$ cat src/rtl/spi_master_tx.sv
// SPI mode-0 master: shifts a parallel word out MSB-first on mosi and captures miso full-duplex.
// Frame sequence is IDLE -> SETUP -> SHIFT -> HOLD -> GAP, each phase paced by the sclk divider.
module spi_master_tx #(
  parameter int unsigned WIDTH   = 16,
  parameter int unsigned CLK_DIV = 4
) (
  input  logic             clk,
  input  logic             rst,
  input  logic             tx_valid,
  output logic             tx_ready,
  input  logic [WIDTH-1:0] tx_data,
  input  logic             miso,
  output logic             rx_valid,
  output logic [WIDTH-1:0] rx_data,
  output logic             sclk,
  output logic             mosi,
  output logic             cs_n,
  output logic             busy
);

  localparam int unsigned DivW  = $clog2(CLK_DIV);
  localparam int unsigned EdgeW = $clog2(2 * WIDTH + 1);
  localparam logic [DivW-1:0]  DivLast  = DivW'(CLK_DIV - 1);
  localparam logic [EdgeW-1:0] EdgeLast = EdgeW'(2 * WIDTH - 1);

  typedef enum logic [2:0] {StIdle, StSetup, StShift, StHold, StGap} state_e;

  state_e           state_q, state_d;
  logic [DivW-1:0]  div_q, div_d;
  logic [EdgeW-1:0] edge_q, edge_d;
  logic [WIDTH-1:0] tx_sr_q, tx_sr_d;
  logic [WIDTH-1:0] rx_sr_q, rx_sr_d;
  logic [WIDTH-1:0] rx_data_q, rx_data_d;
  logic             tx_ready_q, tx_ready_d;
  logic             rx_valid_q, rx_valid_d;
  logic             sclk_q, sclk_d;
  logic             mosi_q, mosi_d;
  logic             cs_n_q, cs_n_d;
  logic             busy_q, busy_d;
  logic             div_done;

  always_comb begin
    state_d    = state_q;
    edge_d     = edge_q;
    tx_sr_d    = tx_sr_q;
    rx_sr_d    = rx_sr_q;
    rx_data_d  = rx_data_q;
    rx_valid_d = 1'b0;
    sclk_d     = sclk_q;
    mosi_d     = mosi_q;
    cs_n_d     = cs_n_q;
    div_done   = (div_q == DivLast);
    div_d      = div_done ? '0 : div_q + 1'b1;

    unique case (state_q)
      StIdle: begin
        div_d = '0;
        if (tx_valid && tx_ready_q) begin
          // The shift register holds the bits still to come after the MSB now on mosi.
          tx_sr_d = {tx_data[WIDTH-2:0], 1'b0};
          rx_sr_d = '0;
          edge_d  = '0;
          mosi_d  = tx_data[WIDTH-1];
          cs_n_d  = 1'b0;
          state_d = StSetup;
        end
      end
      StSetup: begin
        if (div_done) state_d = StShift;
      end
      StShift: begin
        if (div_done) begin
          sclk_d = ~sclk_q;
          edge_d = edge_q + 1'b1;
          if (!sclk_q) begin
            rx_sr_d = {rx_sr_q[WIDTH-2:0], miso};
          end else if (edge_q != EdgeLast) begin
            mosi_d  = tx_sr_q[WIDTH-1];
            tx_sr_d = {tx_sr_q[WIDTH-2:0], 1'b0};
          end
          if (edge_q == EdgeLast) state_d = StHold;
        end
      end
      StHold: begin
        if (div_done) begin
          cs_n_d     = 1'b1;
          rx_data_d  = rx_sr_q;
          rx_valid_d = 1'b1;
          mosi_d     = 1'b0;
          state_d    = StGap;
        end
      end
      StGap: begin
        if (div_done) state_d = StIdle;
      end
      default: state_d = StIdle;
    endcase

    tx_ready_d = (state_d == StIdle);
    busy_d     = (state_d != StIdle);
  end

  always_ff @(posedge clk or posedge rst) begin
    if (rst) begin
      state_q    <= StIdle;
      div_q      <= '0;
      edge_q     <= '0;
      tx_sr_q    <= '0;
      rx_sr_q    <= '0;
      rx_data_q  <= '0;
      tx_ready_q <= 1'b1;
      rx_valid_q <= 1'b0;
      sclk_q     <= 1'b0;
      mosi_q     <= 1'b0;
      cs_n_q     <= 1'b1;
      busy_q     <= 1'b0;
    end else begin
      state_q    <= state_d;
      div_q      <= div_d;
      edge_q     <= edge_d;
      tx_sr_q    <= tx_sr_d;
      rx_sr_q    <= rx_sr_d;
      rx_data_q  <= rx_data_d;
      tx_ready_q <= tx_ready_d;
      rx_valid_q <= rx_valid_d;
      sclk_q     <= sclk_d;
      mosi_q     <= mosi_d;
      cs_n_q     <= cs_n_d;
      busy_q     <= busy_d;
    end
  end

  assign tx_ready = tx_ready_q;
  assign rx_valid = rx_valid_q;
  assign rx_data  = rx_data_q;
  assign sclk     = sclk_q;
  assign mosi     = mosi_q;
  assign cs_n     = cs_n_q;
  assign busy     = busy_q;

endmodule
$ cat config.mk
export PLATFORM = sky130hd
export DESIGN_NAME = spi_master_tx
export DESIGN_NICKNAME = d
export VERILOG_FILES = /design/src/rtl/spi_master_tx.sv
export SDC_FILE = /design/constraint.sdc
export NUM_CORES = 1
export LEC_CHECK = 0
export BUFFER_PORTS_ARGS = -buffer_cell sky130_fd_sc_hd__clkbuf_2
export CAP_MARGIN = 10
export CORE_MARGIN = 5
export CORE_UTILIZATION = 55
export DETAILED_ROUTE_END_ITERATION = 10
export PLACE_DENSITY = 0.77
export SYNTH_ARGS = -nofsm -noshare
export SYNTH_HDL_FRONTEND = slang
export SYNTH_SLANG_ARGS = --single-unit
$ cat constraint.sdc
create_clock -name clk -period 2.1 [get_ports clk]
set_clock_uncertainty 0.05 [all_clocks]
set_input_delay 0.315 -clock clk [delete_from_list [all_inputs] [get_ports clk]]
set_output_delay 0.315 -clock clk [all_outputs]
set_load 0.01 [all_outputs]
==> run metrics, run 1 <==
Root Buffer=clkbuf_8; Finish-stage setup viols=0; Iteration-0 DRC Markers=85; hold path start=tx_data[0]; commonest non-fill, non-tap cell in the layout=dfrtp_1; most frequent cells in the layout=dfrtp_1, nand2_1, clkbuf_2, o21ai_0, mux2_2; Layout area overhead=18.0%; HP Class=input pin to flip-flop; Die Ht=81.3 microns; Worst Setup SP=div_q[0]; reg2reg start=div_q[0]; top-area cell type share of the netlist area=0.555; Synth area leaders=dfrtp_1, mux2_2, nand2_1; critical path class=flip-flop to flip-flop; worst-skew pair later-pin latency=roughly 0.34 ns; Placement Cell Area=3090 sq um; Leak=~1.5 nW; worst rel slew slack=0.581; WP data arrival=2.11 ns; ANT cells=0; status=finished clean; Max Slew Vio Count=0; global-route wire length before repair=9270 microns; period utilization=0.933; Post-Place Setup Slack=around 0.20 ns; deepest clock path buffer count=2; fin area=between 3000 and 4000 sq um; gpl congestion=around 0.8; die width=approximately 81 microns; clock transition at the registers of the reported paths=about 0.070 ns; Mapped Cells=234; ys async rst share=1.00; initial antenna violation count=0; wire per inst=~15 microns; Yosys cell types=40; CTS tree=yes; Post-CTS Setup Repair Bufs=0; Initial Utilization=0.558; num rows=26; Syn Area/Cell=about 12 sq um; Max Fclk=a little over 500 MHz; Post-Syn Area=2800 sq um; TritonCTS Buffers=9; vias per inst=5.51; Yosys reg bits=64; Ports=42; total gr overflow=0; share of layout cells above drive strength 1=0.346; # Max-Cap Violations=0; critical path capture point type=flip-flop; maximum vdd drop=between 0.0006 and 0.0007 V; post-route ant nets=0; post-layout net count=slightly above 300; GR Util All Layers=0.187; final worst setup slack=~0.14 ns; worst-margin pin slew=around 0.63 ns; DR pass1 iterations=4; TNS Setup=0 ns; minimum clock period=between 1.5 and 2 ns; core area=5010 sq um; CP startpoint kind=flip-flop; CTS HTree Levels=3; vias in the first global route=~2000; pin count of the biggest net entering global routing=45; Port Buffers=between 40 and 50; die area=about 6600 sq um; Critical Path Fanout Max=8; Remaining DRCs=0; Syn. warnings=0; unrepaired setup endpoints after global routing=false; dpl hpwl=between 3000 and 4000 microns; syn nets=256; Clock Sinks=64; Power Dens Cells=between 1000 and 1500 nW/um^2; Hold Violations, Final=0; Post-synth EDFFs=0; Worst EP required=about 2.3 ns; final WL=around 5400 microns; Synth Flop Type=dfrtp_1; routed via count=~2000; sequential share of the synthesized area=0.574; area leader, netlist=dfrtp_1; final core occ=0.659
## timing repair
action,CTS,global route
endpoints found under the hold margin,20,0
resized for setup,0,0
hold buffers,1,0
## worst max-delay path, cell delays in order (launching register included)
cell       delay (ns)
dfrtp_1          0.37
ha_1             0.32
nand2_1          0.25
a2111oi_1        0.58
xnor2_1          0.19
nor2_1           0.06
## cell type report
cell class,count,area [sq um]
clock buffers,12,165
clock inverters,3,40.0
fillers,401,1710
inverters,8,30.0
multi-input cells,149,1090
flip-flops and latches,64,1600
well taps,70,87.6
repair buffers,50,288
## cells by family after synthesis
| logic type | synth area share |
|---|---|
| compound gates | 0.181 |
| xor+xnor | 0.0157 |
| fa+ha+maj | 0.00895 |
| buf+inv | 0.0380 |
| flops | 0.574 |
| mux | 0.0716 |
| simple gates | 0.111 |
## registers in the layout, indices dropped and copies added (netlist names)
name      flops
rx_valid      1
div_q         2
rx_data      16
state_q       3
tx_sr_q      15
busy          1
mosi          1
cs_n          1
sclk          1
rx_sr_q      16
tx_ready      1
edge_q        6
## metrics by stage
step | cells | power (mW) | hold slack (ns)
after floorplan | 234 | 3.26 | 0.365
after global placement | 340 | 3.64 | 0.285
after detailed placement | 340 | 3.72 | 0.294
after CTS | 356 | 4.82 | 0.132
after global routing | 356 | 5.12 | 0.138
final | 356 | 4.78 | 0.146
## final timing paths
| path | to | slack [ns] | cells after the start |
|---|---|---|---|
| worst max-delay path | edge_q[5] | 0.14 | 5 |
| worst min-delay path | tx_sr_q[1] | 0.15 | 3 |
| worst max register to register | edge_q[5] | 0.14 | 5 |
| worst min register to register | cs_n | 0.41 | 2 |
| max in group asynchronous | cs_n | 0.87 | 4 |
| min in group asynchronous | rx_data[2] | 0.48 | 3 |
## power breakdown
group,total (mW),internal [mW],switching (mW)
registers,2.17,1.76,0.414
logic,1.52,0.768,0.757
clock network,1.08,0.635,0.449
## per-layer routing
layer | GRT usage | wire length [microns]
met1 | 0.254 | 2550
met2 | 0.282 | 2570
met3 | 0.0510 | 228
met4 | 0.0760 | 99
met5 | 0 | 0
## cell usage after synthesis (all sizes together), types with 2 or more instances
cell type and count:
nand2 41, inv 8, a2bb2oi 15, nor2 5
a21boi 3, mux2i 2, a21oi 2, ha 2
dfrtp 62, o22ai 14, o21ai 21, buf 10
clkbuf 3, dfstp 2, nand3 4, xnor2 4
nor2b 2, nor3 3, mux2 16
Power figures use the tool's default switching activity.
==> run 2, diff against run 1 <==
--- a/config.mk
+++ b/config.mk
@@ -12,4 +12,5 @@
 export DETAILED_ROUTE_END_ITERATION = 10
 export PLACE_DENSITY = 0.77
+export SKIP_LAST_GASP = 1
 export SYNTH_ARGS = -nofsm -noshare
 export SYNTH_HDL_FRONTEND = slang
==> constraint.sdc (replaced) <==
create_clock -name clk -period 2.2 [get_ports clk]
set_clock_uncertainty 0.05 [all_clocks]
set_input_delay 0.22 -clock clk [delete_from_list [all_inputs] [get_ports clk]]
set_output_delay 0.22 -clock clk [all_outputs]
set_load 0.01 [all_outputs]
==> run 2 against run 1 <==
  * Die area stayed put
  * Clock-buffer cell count is 1 lower
  * Critical endpoint is now tx_sr_q[14]
  * Largest power group unchanged
  * Power is 5.8% lower
  * Sequential power is 5% lower
  * First-iteration DRC count is 15% lower
==> run metrics, run 2 (same netlist as run 1, synthesis figures left out) <==
Hold Crit Depth=3 (unchanged); Layout area overhead=17.4% (was 18.0%); Power Total=4.50 mW (was 4.78 mW); worst rel slew slack=0.596 (was 0.581); status=finished clean (unchanged); dpl cells=340 (unchanged); Root Buffer=clkbuf_8 (unchanged); hold path start=tx_data[0] (unchanged); global-route wire length before repair=8820 microns (was 9270 microns); WP data arrival=2.08 ns (was 2.11 ns); post-layout net count=304 (unchanged); Worst EP required=2.36 ns (was 2.26 ns); GR Util All Layers=0.178 (was 0.187); DR pass1 iterations=4 (unchanged); initial antenna violation count=0 (unchanged); period utilization=0.872 (was 0.933); deepest clock path buffer count=2 (unchanged); worst-margin pin slew=0.604 ns (was 0.628 ns); R2R Path End=tx_sr_q[14] (was edge_q[5]); endpoint of the worst hold path=tx_sr_q[1] (unchanged); critical path class=flip-flop to flip-flop (unchanged); core area=5010 sq um (unchanged); reg2reg start=state_q[1] (was div_q[0]); most frequent cells in the layout=dfrtp_1, nand2_1, clkbuf_2, o21ai_0, mux2_2 (unchanged); worst reg-to-reg setup slack=0.28 ns (was 0.14 ns); gpl congestion=0.798 (was 0.784); wire per inst=14.6 microns (was 15.3 microns); Finish-stage setup viols=0 (unchanged); worst-skew pair later-pin latency=0.34 ns (about the same); pin count of the biggest net entering global routing=33 (was 45); # Max-Cap Violations=0 (unchanged); unrepaired setup endpoints after global routing=false (unchanged); Power Dens Cells=1370 nW/um^2 (was 1450 nW/um^2); TritonCTS Buffers=9 (unchanged); vias per inst=5.32 (was 5.51); Critical Path Fanout Max=14 (was 8); HP Class=input pin to flip-flop (unchanged); Remaining DRCs=0 (unchanged); final WL=5200 microns (was 5450 microns); Die Ht=81.3 microns (unchanged); Max Fclk=521 MHz (was 510 MHz); Port Buffers=41 (unchanged); fin cells=357 (was 356); routed via count=1901 (was 1960); critical path capture point type=flip-flop (unchanged); Max Slew Vio Count=0 (unchanged); maximum vdd drop=0.000697 V (was 0.000688 V); Ports=42 (unchanged); CTS tree=yes (unchanged); Reg2Reg Depth=4 (was 5); dpl hpwl=3570 microns (was 3580 microns); num rows=26 (unchanged); minimum clock period=1.92 ns (was 1.96 ns); CTS HTree Levels=3 (unchanged); TNS Setup=0 ns (unchanged); Initial Utilization=0.558 (unchanged); die area=6610 sq um (unchanged); share of layout cells above drive strength 1=0.348 (was 0.346); total gr overflow=0 (unchanged); die width=81.3 microns (unchanged); Clock Sinks=64 (unchanged); commonest non-fill, non-tap cell in the layout=dfrtp_1 (unchanged); Hold Violations, Final=0 (unchanged); clock transition at the registers of the reported paths=0.07 ns (about the same); CP startpoint kind=flip-flop (unchanged); ANT cells=0 (unchanged); Leak=1.53 nW (was 1.55 nW); vias in the first global route=1931 (was 1955); Iteration-0 DRC Markers=72 (was 85); post-route ant nets=0 (unchanged)
run 2: cell types whose count changed in the layout (fill, tap and decap cells not counted):
cell	delta
buf_4	+1
clkbuf_8	-2
clkbuf_1	+1
buf_12	-1
a221o_2	+1
a221o_1	-1
clkinv_4	+1
clkinvlp_4	+1
run 2: routing by layer:
| metal | vias up | share of wire | global-route usage |
|---|---|---|---|
| li1 | 926 | - | - |
| met1 | 936 | 0.47 | 0.234 |
| met2 | 29 | 0.47 | 0.272 |
| met3 | 10 | 0.038 | 0.0410 |
| met4 | 0 | 0.020 | 0.0963 |
| met5 | - | 0 | 0 |
run 2: cell type report:
cell class	count	area (sq um)
fillers	403	1730
flip-flops and latches	64	1600
multi-input cells	149	1090
repair buffers	50	275
clock buffers	11	141
well taps	70	87.6
clock inverters	5	56.3
inverters	8	30.0
run 2: what timing repair did:
action                                  in CTS  in global routing
gates resized for setup                      0                  1
buffers inserted                             0                  0
endpoints found under the setup margin       0                  1
endpoints found under the hold margin       23                  0
hold buffers                                 1                  0
run 2: critical path, cell delays in order, from the launching register on:
cell and delay [ns]:
dfrtp_1 0.52, nor3b_4 0.59, o211ai_4 0.29, o22ai_1 0.24, a2bb2oi_1 0.10
run 2: worst max path at each step:
stage                    start           to  slack [ns]  depth (start not counted)
floorplan                  rst         busy        0.34                          1
global placement      div_q[0]  rx_sr_q[12]        0.32                          4
detailed placement    div_q[0]   rx_sr_q[4]        0.17                          4
CTS                   div_q[0]  rx_sr_q[12]        0.19                          4
global route          div_q[0]   rx_data[5]        0.17                          4
finish              state_q[1]  tx_sr_q[14]        0.28                          4
run 2: stage by stage:
stage,utilization,instance area [sq um],setup slack (ns),hold WS (ns)
after global placement,0.613,3070,0.316,0.234
after CTS,0.655,3280,0.194,0.0341
after global routing,0.655,3280,0.171,0.0598
after detailed placement,0.613,3070,0.175,0.252
final,0.655,3280,0.281,0.0481
after floorplan,-,2800,0.335,0.287
run 2: power by group:
part | internal, mW | switching, mW
Combinational | 0.721 | 0.711
Sequential | 1.68 | 0.392
Clock | 0.552 | 0.447
Total | 2.95 | 1.55
==> run 3, diff against run 2 <==
Settings changed: CTS_BUF_LIST set to sky130_fd_sc_hd__clkbuf_8.
==> run 3 against run 2 <==
  * Wire length grew 0.17%
  * Die area is the same
  * Via count grew 0.21%
  * Final cell count is the same
  * Critical endpoint unchanged
==> run metrics, run 3 (same netlist as run 1, synthesis figures left out) <==
dpl cells=340 (unchanged); deepest clock path buffer count=2 (unchanged); worst rel slew slack=0.595 (was 0.596); Worst EP required=2.36 ns (about the same); Max Fclk=521 MHz (unchanged); maximum vdd drop=0.000697 V (about the same); Iteration-0 DRC Markers=72 (unchanged); final WL=5210 microns (was 5200 microns); FILL cells=403 (unchanged); vias in the first global route=1931 (unchanged); CTS tree=yes (unchanged); Finish-stage setup viols=0 (unchanged); Remaining DRCs=0 (unchanged); clock power share=0.221 (was 0.222); pin count of the biggest net entering global routing=33 (unchanged); CTS HTree Levels=3 (unchanged); Leak=1.54 nW (was 1.53 nW); WP data arrival=2.07 ns (was 2.08 ns); fin cells=357 (unchanged); Critical Path Fanout Max=14 (unchanged); wire per inst=14.6 microns (about the same); die area=6610 sq um (unchanged); minimum clock period=1.92 ns (about the same); CP startpoint kind=flip-flop (unchanged); Metal-1 WL=2470 microns (was 2460 microns); worst-skew pair later-pin latency=0.34 ns (about the same); die width=81.3 microns (unchanged); sw power=1.55 mW (about the same); unrepaired setup endpoints after global routing=false (unchanged); Root Buffer=clkbuf_8 (unchanged); total gr overflow=0 (unchanged); post-layout net count=304 (unchanged); routed via count=1905 (was 1901); global-route wire length before repair=8820 microns (unchanged); DR WL met3=198 microns (was 196 microns); commonest non-fill, non-tap cell in the layout=dfrtp_1 (unchanged); Layout area overhead=17.4% (unchanged); TritonCTS Buffers=9 (unchanged); TNS Setup=0 ns (unchanged); Reg2Reg Depth=4 (unchanged); num rows=26 (unchanged); critical path class=flip-flop to flip-flop (unchanged); part of the power in combinational logic=0.318 (about the same); Port Buffers=41 (unchanged); final core occ=0.655 (unchanged); gpl congestion=0.798 (unchanged); DR top layer=met4 (unchanged); reg2reg start=state_q[1] (unchanged); critical path capture point type=flip-flop (unchanged); most frequent cells in the layout=dfrtp_1, nand2_1, clkbuf_2, o21ai_0, mux2_2 (unchanged); dpl hpwl=3570 microns (unchanged); period utilization=0.872 (about the same); Net Sw Frac=0.345 (was 0.344); post-route ant nets=0 (unchanged); Post-CTS Setup Repair Bufs=0 (unchanged); status=finished clean (unchanged); Hold Violations, Final=0 (unchanged); Ports=42 (unchanged); Worst Setup SP=state_q[1] (unchanged); Die Ht=81.3 microns (unchanged); GR Util All Layers=0.178 (unchanged); Power Total=4.50 mW (about the same); clock transition at the registers of the reported paths=0.07 ns (about the same); Clock Sinks=64 (unchanged); R2R Path End=tx_sr_q[14] (unchanged); Seq pwr share=0.460 (about the same); ANT cells=0 (unchanged); HP Class=input pin to flip-flop (unchanged); core area=5010 sq um (unchanged); Internal=2.95 mW (about the same); # Max-Cap Violations=0 (unchanged); worst setup path end=tx_sr_q[14] (unchanged); worst-margin pin slew=0.606 ns (was 0.604 ns); initial antenna violation count=0 (unchanged); Max Slew Vio Count=0 (unchanged); Initial Utilization=0.558 (unchanged); DR pass1 iterations=4 (unchanged); worst reg-to-reg setup slack=0.28 ns (about the same); vias per inst=5.34 (was 5.32); routed wl met2=2440 microns (about the same); Power Dens Cells=1370 nW/um^2 (about the same); share of layout cells above drive strength 1=0.348 (unchanged)
## run 3: cell count changes in the layout (fill, tap and decap cells not counted)
cell / change
clkbuf_1: -1
inv_1: +1
## run 3: what timing repair did
item                                    in CTS  in global routing
endpoints found under the hold margin       23                  0
resized for setup                            0                  1
endpoints found under the setup margin       0                  1
hold buffers                                 1                  0
## run 3: how the worst min path moves through the flow
stage,endpoint,slack (ns),start,cells after the start
after floorplan,tx_sr_q[1],0.29,tx_data[0],2
after global placement,rx_data[3],0.23,rst,2
after detailed placement,rx_data[3],0.25,rst,2
after CTS,tx_sr_q[1],0.03,tx_data[0],3
after global routing,rx_sr_q[0],0.06,miso,3
final,tx_sr_q[1],0.05,tx_data[0],3
## run 3: cell type report
type / instances / area [sq um] / area share
Clock buffer: 10 / 138 / 0.0419
Clock inverter: 6 / 60.1 / 0.0183
Inverter: 8 / 30.0 / 0.00915
Multi-Input combinational cell: 149 / 1090 / 0.331
Sequential cell: 64 / 1600 / 0.489
Tap cell: 70 / 87.6 / 0.0267
Timing Repair Buffer: 50 / 275 / 0.0839
## run 3: per-stage QoR
| step | cell area, sq um | hold slack [ns] | worst slack [ns] |
|---|---|---|---|
| floorplan | 2800 | 0.287 | 0.335 |
| global route | 3280 | 0.0597 | 0.171 |
| finish | 3280 | 0.0489 | 0.281 |
| CTS | 3280 | 0.0341 | 0.194 |
| detailed placement | 3070 | 0.252 | 0.175 |
| global placement | 3070 | 0.234 | 0.316 |
## run 3: metal layers
metal,vias up,GRT usage
met5,-,0
met4,0,0.0963
met3,10,0.0410
met2,31,0.272
met1,939,0.234
li1,925,-
## run 3: worst max-delay path, cell delays in order (launching register included)
cell       delay [ns]
dfrtp_1          0.52
nor3b_4          0.59
o211ai_4         0.29
o22ai_1          0.24
a2bb2oi_1        0.10
## run 3: power by group through the flow
stage / Clock, mW / Sequential, mW / Combinational (mW)
floorplan: 0 / 2.02 / 1.10
global placement: 0 / 2.06 / 1.39
detailed placement: 0 / 2.08 / 1.45
CTS: 1.01 / 2.07 / 1.45
global route: 1.07 / 2.13 / 1.59
finish: 0.995 / 2.07 / 1.43
